===== src/rtl/vga_pkg.sv =====
`timescale 1ns / 1ps
// Shared timing constants for the 1440x900@60 VGA path, plus the sync-window helper.
package vga_pkg;

    localparam int H_ACTIVE_DEF = 1440;
    localparam int H_FP_DEF     = 80;
    localparam int H_SYNC_DEF   = 152;
    localparam int H_BP_DEF     = 232;
    localparam int V_ACTIVE_DEF = 900;
    localparam int V_FP_DEF     = 3;
    localparam int V_SYNC_DEF   = 6;
    localparam int V_BP_DEF     = 25;

    localparam logic HS_POL_DEF = 1'b0;
    localparam logic VS_POL_DEF = 1'b1;

    localparam int POS_W         = 11;
    localparam int COUNT_W       = 6;
    localparam int COUNT_MAX_DEF = 59;
    localparam int BLINK_HALF    = 30;
    localparam int SYNC_DLY_DEF  = 2;

    // True when lo <= pos < lo+len.
    function automatic logic in_window(input logic [POS_W-1:0] pos, input int lo, input int len);
        return (int'(pos) >= lo) && (int'(pos) < lo + len);
    endfunction

endpackage


===== src/rtl/vga_timing_gen_sig_delay.sv =====
`timescale 1ns / 1ps
// Single-bit shift register of configurable depth with a synchronous reset
// to a configurable level; used to re-align sync with the renderer pipeline.
module sig_delay #(
    parameter int   DEPTH   = 2,
    parameter logic RST_VAL = 1'b0
) (
    input  logic clk,
    input  logic rst,
    input  logic d,
    output logic q
);

    logic [DEPTH-1:0] stage_r;

    // Shift chain: stage 0 takes the input, each later stage takes its predecessor.
    always_ff @(posedge clk) begin
        if (rst) begin
            stage_r <= {DEPTH{RST_VAL}};
        end else begin
            stage_r[0] <= d;
            for (int i = 1; i < DEPTH; i++) begin
                stage_r[i] <= stage_r[i-1];
            end
        end
    end

    assign q = stage_r[DEPTH-1];

endmodule


===== src/rtl/vga_timing_gen.sv =====
`timescale 1ns / 1ps
// Free-running VGA raster timing generator: coordinates, syncs, active flag and blink counter.
// Define VGA_SYNC_DELAY_EN to delay hsync/vsync by SYNC_DLY extra register stages.
module vga_timing_gen
    import vga_pkg::*;
#(
    parameter int   H_ACTIVE  = H_ACTIVE_DEF,
    parameter int   H_FP      = H_FP_DEF,
    parameter int   H_SYNC    = H_SYNC_DEF,
    parameter int   H_BP      = H_BP_DEF,
    parameter int   V_ACTIVE  = V_ACTIVE_DEF,
    parameter int   V_FP      = V_FP_DEF,
    parameter int   V_SYNC    = V_SYNC_DEF,
    parameter int   V_BP      = V_BP_DEF,
    parameter logic HS_POL    = HS_POL_DEF,
    parameter logic VS_POL    = VS_POL_DEF,
    parameter int   COUNT_MAX = COUNT_MAX_DEF
`ifdef VGA_SYNC_DELAY_EN
   ,parameter int   SYNC_DLY  = SYNC_DLY_DEF
`endif
) (
    input  logic               clk,
    input  logic               rst,
    output logic [POS_W-1:0]   pos_x,
    output logic [POS_W-1:0]   pos_y,
    output logic               active,
    output logic               hsync,
    output logic               vsync,
    output logic [COUNT_W-1:0] count,
    output logic               frame_start
);

    localparam int H_TOTAL   = H_ACTIVE + H_FP + H_SYNC + H_BP;
    localparam int V_TOTAL   = V_ACTIVE + V_FP + V_SYNC + V_BP;
    localparam int H_SYNC_LO = H_ACTIVE + H_FP;
    localparam int V_SYNC_LO = V_ACTIVE + V_FP;

    localparam logic [POS_W-1:0]   H_LAST   = POS_W'(H_TOTAL - 1);
    localparam logic [POS_W-1:0]   V_LAST   = POS_W'(V_TOTAL - 1);
    localparam logic [POS_W-1:0]   POS_ZERO = {POS_W{1'b0}};
    localparam logic [POS_W-1:0]   POS_ONE  = {{(POS_W-1){1'b0}}, 1'b1};
    localparam logic [COUNT_W-1:0] CNT_LAST = COUNT_W'(COUNT_MAX);
    localparam logic [COUNT_W-1:0] CNT_ZERO = {COUNT_W{1'b0}};
    localparam logic [COUNT_W-1:0] CNT_ONE  = {{(COUNT_W-1){1'b0}}, 1'b1};

    logic [POS_W-1:0]   pos_x_r, pos_y_r, x_next_s, y_next_s;
    logic [COUNT_W-1:0] count_r, count_next_s;
    logic               active_r, hsync_r, vsync_r, frame_start_r;
    logic               active_next_s, hsync_next_s, vsync_next_s, frame_start_next_s;

    // Next raster position, frame-start pulse and blink count.
    always_comb begin
        x_next_s           = pos_x_r;
        y_next_s           = pos_y_r;
        count_next_s       = count_r;
        frame_start_next_s = 1'b0;
        if (pos_x_r == H_LAST) begin
            x_next_s = POS_ZERO;
            if (pos_y_r == V_LAST) begin
                y_next_s = POS_ZERO;
            end else begin
                y_next_s = pos_y_r + POS_ONE;
            end
        end else begin
            x_next_s = pos_x_r + POS_ONE;
        end
        if ((x_next_s == POS_ZERO) && (y_next_s == POS_ZERO)) begin
            frame_start_next_s = 1'b1;
            if (count_r == CNT_LAST) begin
                count_next_s = CNT_ZERO;
            end else begin
                count_next_s = count_r + CNT_ONE;
            end
        end else begin
            frame_start_next_s = 1'b0;
        end
    end

    // Flags decoded from the next position so they land on the same edge as pos.
    always_comb begin
        active_next_s = (int'(x_next_s) < H_ACTIVE) && (int'(y_next_s) < V_ACTIVE);
        hsync_next_s  = in_window(x_next_s, H_SYNC_LO, H_SYNC) ? HS_POL : ~HS_POL;
        vsync_next_s  = in_window(y_next_s, V_SYNC_LO, V_SYNC) ? VS_POL : ~VS_POL;
    end

    // Output registers; reset parks the raster on the last pixel so release starts at (0, 0).
    always_ff @(posedge clk) begin
        if (rst) begin
            pos_x_r       <= H_LAST;
            pos_y_r       <= V_LAST;
            count_r       <= CNT_LAST;
            active_r      <= 1'b0;
            hsync_r       <= ~HS_POL;
            vsync_r       <= ~VS_POL;
            frame_start_r <= 1'b0;
        end else begin
            pos_x_r       <= x_next_s;
            pos_y_r       <= y_next_s;
            count_r       <= count_next_s;
            active_r      <= active_next_s;
            hsync_r       <= hsync_next_s;
            vsync_r       <= vsync_next_s;
            frame_start_r <= frame_start_next_s;
        end
    end

    assign pos_x       = pos_x_r;
    assign pos_y       = pos_y_r;
    assign count       = count_r;
    assign active      = active_r;
    assign frame_start = frame_start_r;

`ifdef VGA_SYNC_DELAY_EN
    sig_delay #(.DEPTH(SYNC_DLY), .RST_VAL(~HS_POL)) u_hsync_dly (
        .clk (clk),
        .rst (rst),
        .d   (hsync_r),
        .q   (hsync)
    );

    sig_delay #(.DEPTH(SYNC_DLY), .RST_VAL(~VS_POL)) u_vsync_dly (
        .clk (clk),
        .rst (rst),
        .d   (vsync_r),
        .q   (vsync)
    );
`else
    assign hsync = hsync_r;
    assign vsync = vsync_r;
`endif

endmodule


===== config.mk =====
export PLATFORM = sky130hd
export DESIGN_NAME = vga_timing_gen
export DESIGN_NICKNAME = d
export VERILOG_FILES = /design/src/rtl/vga_pkg.sv /design/src/rtl/vga_timing_gen_sig_delay.sv /design/src/rtl/vga_timing_gen.sv
export SDC_FILE = /design/constraint.sdc
export NUM_CORES = 1
export LEC_CHECK = 0
export BUFFER_PORTS_ARGS = -buffer_cell sky130_fd_sc_hd__buf_2
export CAP_MARGIN = 0
export CORE_MARGIN = 5
export CORE_UTILIZATION = 55
export CTS_BUF_LIST = sky130_fd_sc_hd__clkbuf_16
export CTS_CLUSTER_SIZE = 12
export DETAILED_ROUTE_END_ITERATION = 16
export PLACE_DENSITY = 0.79
export SLEW_MARGIN = 20
export SYNTH_ARGS = -nofsm -noshare
export SYNTH_HDL_FRONTEND = slang
export SYNTH_SLANG_ARGS = --single-unit

===== constraint.sdc =====
create_clock -name clk -period 3.25 [get_ports clk]
set_clock_uncertainty 0.1 [all_clocks]
set_input_delay 0.65 -clock clk [delete_from_list [all_inputs] [get_ports clk]]
set_output_delay 0.65 -clock clk [all_outputs]
set_load 0.02 [all_outputs]

==> flow_summary_export.csv <==
group,metric,value,unit
timing,slew_viol_final,0,
timing,period_minus_slack,3.00,ns
floorplan,rows,21,
placed_design,hpwl,3.39,mm
detailed_routing,wire_per_inst,14.9,um
detailed_routing,topRoutingLayerUsed,"met4",
detailed_routing,vias,1857,
cells_and_area,design_area,0.00231,mm2
placed_design,dp_cells,306,
pwr,p_int,1.15,mW
floorplan,initial_utilization,0.575,
detailed_routing,ant_nets,0,
pwr,power.density,896,mW/mm2
worst_hold_path,hp-class,"reg2reg",
global_route,grt_pass1_vias,1667,
synthesis,async_flop_share,0,
clock_network,holdBufCountCts,0,
worst_setup_path,end_kind,"flop",
synthesis,ys_warn_count,0,
placed_design,place_congestion,0.945,
synthesis,ys_seq_area_frac,0.331,
timing,setup_violations,0,
synthesis,ys_ff_latch,32,
cells_and_area,postLayoutCoreUtil,0.688,
clock_network,clk_latency,0.28,ns
synthesis,synth_cell_type_count,52,
clock_network,cts.sinks,32,
worst_setup_path,cp-start-kind,"flop",
clock_network,clockRootBuffer,"clkbuf_16",
pwr,ir_drop,461,uV
detailed_routing,dr_wl_met3,246,um
synthesis,syn_inst,232,
worst_setup_path,cp.arrival,3.07,ns
pwr,power_frac_clock,0.210,
cells_and_area,fin_cells,316,
detailed_routing,drt-met1-wl,2.22,mm
floorplan,die_w,69.3,um
timing,tightest_slew,0.580,ns
synthesis,syn_area,0.00193,mm2
placed_design,port-buffer-count,33,
worst_setup_path,path_cells,"ha_2 -> nand4_2 -> or3_1 -> o41ai_4 -> nand4_2 -> nor4_4 -> a31oi_1 -> a211o_1",
worst_setup_path,critPathRequiredTime,3.32,ns
synthesis,synth_top_cell_area_share,0.331,
detailed_routing,routed_wl,4.72,mm
cells_and_area,drive_gt1_frac,0.237,
timing,slew_headroom,0.610,
global_route,overflow,0,
pwr,sw_frac_of_total,0.445,
clock_network,cts_made_buffers,5,
global_route,antenna_found_initial,0,
worst_setup_path,rrSetupSlack,0.25,ns
worst_setup_path,crit_fanout,8,
clock_network,cts_tree,"done",
floorplan,die_h,69.3,um
timing,max_freq,0.333,GHz
timing,fin_crit_sh,0.924,
cells_and_area,nets,275,
floorplan,num_io_pins,34,
worst_setup_path,max_stage_delay,0.52,ns
clock_network,h-tree-depth,2,
synthesis,synth_area_leaders,"dfxtp_1 33%, xnor2_1 5.0%, nand3_1 4.7%, nand2_1 4.1%, nor2_1 3.5%",
pwr,p_switching,0.923,mW
flow_run,cap_viol_max_count,0,
pwr,leakage,0.931,nW
worst_setup_path,cpMostUsedCell,"nand4_2",
status,status,"finished clean",
global_route,grt_pass1_wl,7.90,mm
placed_design,place_area,0.00215,mm2
synthesis,synthFlopType,"dfxtp_1",
floorplan,core,0.00336,mm2
clock_network,clk_path_buf_depth,2,
worst_setup_path,crit_path_top_delay_cell,"or3_1",
cells_and_area,synthToLayoutAreaGrowth,19.7,%
floorplan,dieArea,0.00480,mm2
synthesis,synth_edf_count,0,
clock_network,clk_pin_slew_worst_paths,0.05,ns
cells_and_area,nFillCells,290,
global_route,track_usage,0.198,
worst_setup_path,path_class,"reg2reg",
detailed_routing,avgViaCountPerCell,5.88,
detailed_routing,drc,0,
global_route,grt_max_degree,20,
pwr,seqPwrFrac,0.297,
synthesis,synth_top_cell_by_area,"dfxtp_1",
detailed_routing,route.met2.wl,2.19,mm
detailed_routing,dr.pass1.iters,4,
pwr,comb_power_share,0.493,
synthesis,synth_nets,238,
timing,hold_violations,0,
synthesis,syn_avg_cell_area,8.33,um2
cells_and_area,antenna_cells,0,
detailed_routing,drt_iter0_drc,238,
## cells in the final DEF, fill, tap and decap left out, types with 6 or more instances in the layout
cell     count
dfxtp_1     32
inv_1       12
nor2_1      18
o21ai_0     13
a21oi_1      6
nor3_1      10
buf_4        8
nand2_1     21
xnor2_1     11
nand3_1     18
buf_2       33
nand4_1      8
## worst paths after layout
path,from,to,cells after the start
worst max register to register,pos_x[0],count[5],8
worst min-delay path,count[1],count[1],2
worst min register to register,count[1],count[1],2
worst max-delay path,pos_x[0],count[5],8
## per-stage QoR
| stage | hold slack [ns] | setup slack, ns | power, mW | TNS [ns] |
|---|---|---|---|---|
| global route | 0.485 | -0.0150 | 2.22 | -0.0150 |
| CTS | 0.456 | 0.0730 | 2.04 | 0 |
| detailed placement | 0.450 | 0.100 | 1.60 | 0 |
| floorplan | 0.485 | 0.242 | 1.33 | 0 |
| global placement | 0.431 | 0.167 | 1.60 | 0 |
| finish | 0.453 | 0.246 | 2.07 | 0 |
## timing repair
action / 4_1_cts / 5_1_grt
endpoints found under the setup margin: 0 / 7
setup buffers: 0 / 2
resized for setup: 0 / 4
## cells in the mapped netlist (6+ instances only)
master and number:
dfxtp_1 32, nand2_1 21, nand3_1 18, nor2_1 18, o21ai_0 13, xnor2_1 11
inv_1 10, nor3_1 10, nand4_1 8, a21oi_1 6
## registers in the layout, summed over array words and instances, names as in the netlist
register,count
hsync,1
pos_y,11
pos_x,11
frame_start,1
count,6
vsync,1
active,1
## layer usage
metal,vias to the layer above,track usage
met5,-,0
met4,0,0.0716
met2,52,0.304
met1,865,0.272
met3,6,0.0391
li1,934,-
## cell type report
type	instances	area (um2)	area share
Timing Repair Buffer	41	225	0.0973
Tap cell	46	57.6	0.0249
Sequential cell	32	641	0.277
Multi-Input combinational cell	179	1220	0.526
Clock inverter	3	11.3	0.00486
Inverter	10	37.5	0.0162
Clock buffer	5	125	0.0541
## power by group through the flow
stage	logic [mW]	clock network [mW]	registers [mW]
after CTS	0.988	0.442	0.612
after global routing	1.12	0.459	0.636
after floorplan	0.651	0	0.681
after global placement	0.983	0	0.615
final	1.02	0.436	0.615
after detailed placement	0.980	0	0.619
## critical path: cells and delay by family, from the launching register on
kind,cells,cell delay (ns)
AOI/OAI and AO/OA,3,0.85
adders and majority gates,1,0.31
DFF,1,0.41
and+or+nand+nor,4,1.22
## cell families (layout without fill, tap and decap cells)
group,Yosys count,in the layout,synth area share
AO/OA/AOI/OAI,52,52,0.207
XOR/XNOR,15,15,0.0680
adder cells (fa/ha/maj),4,4,0.0259
buffers and inverters,21,59,0.0466
flip-flops,32,32,0.331
AND/OR/NAND/NOR,108,108,0.321
Note: power is estimated with default switching activity, not from simulation.
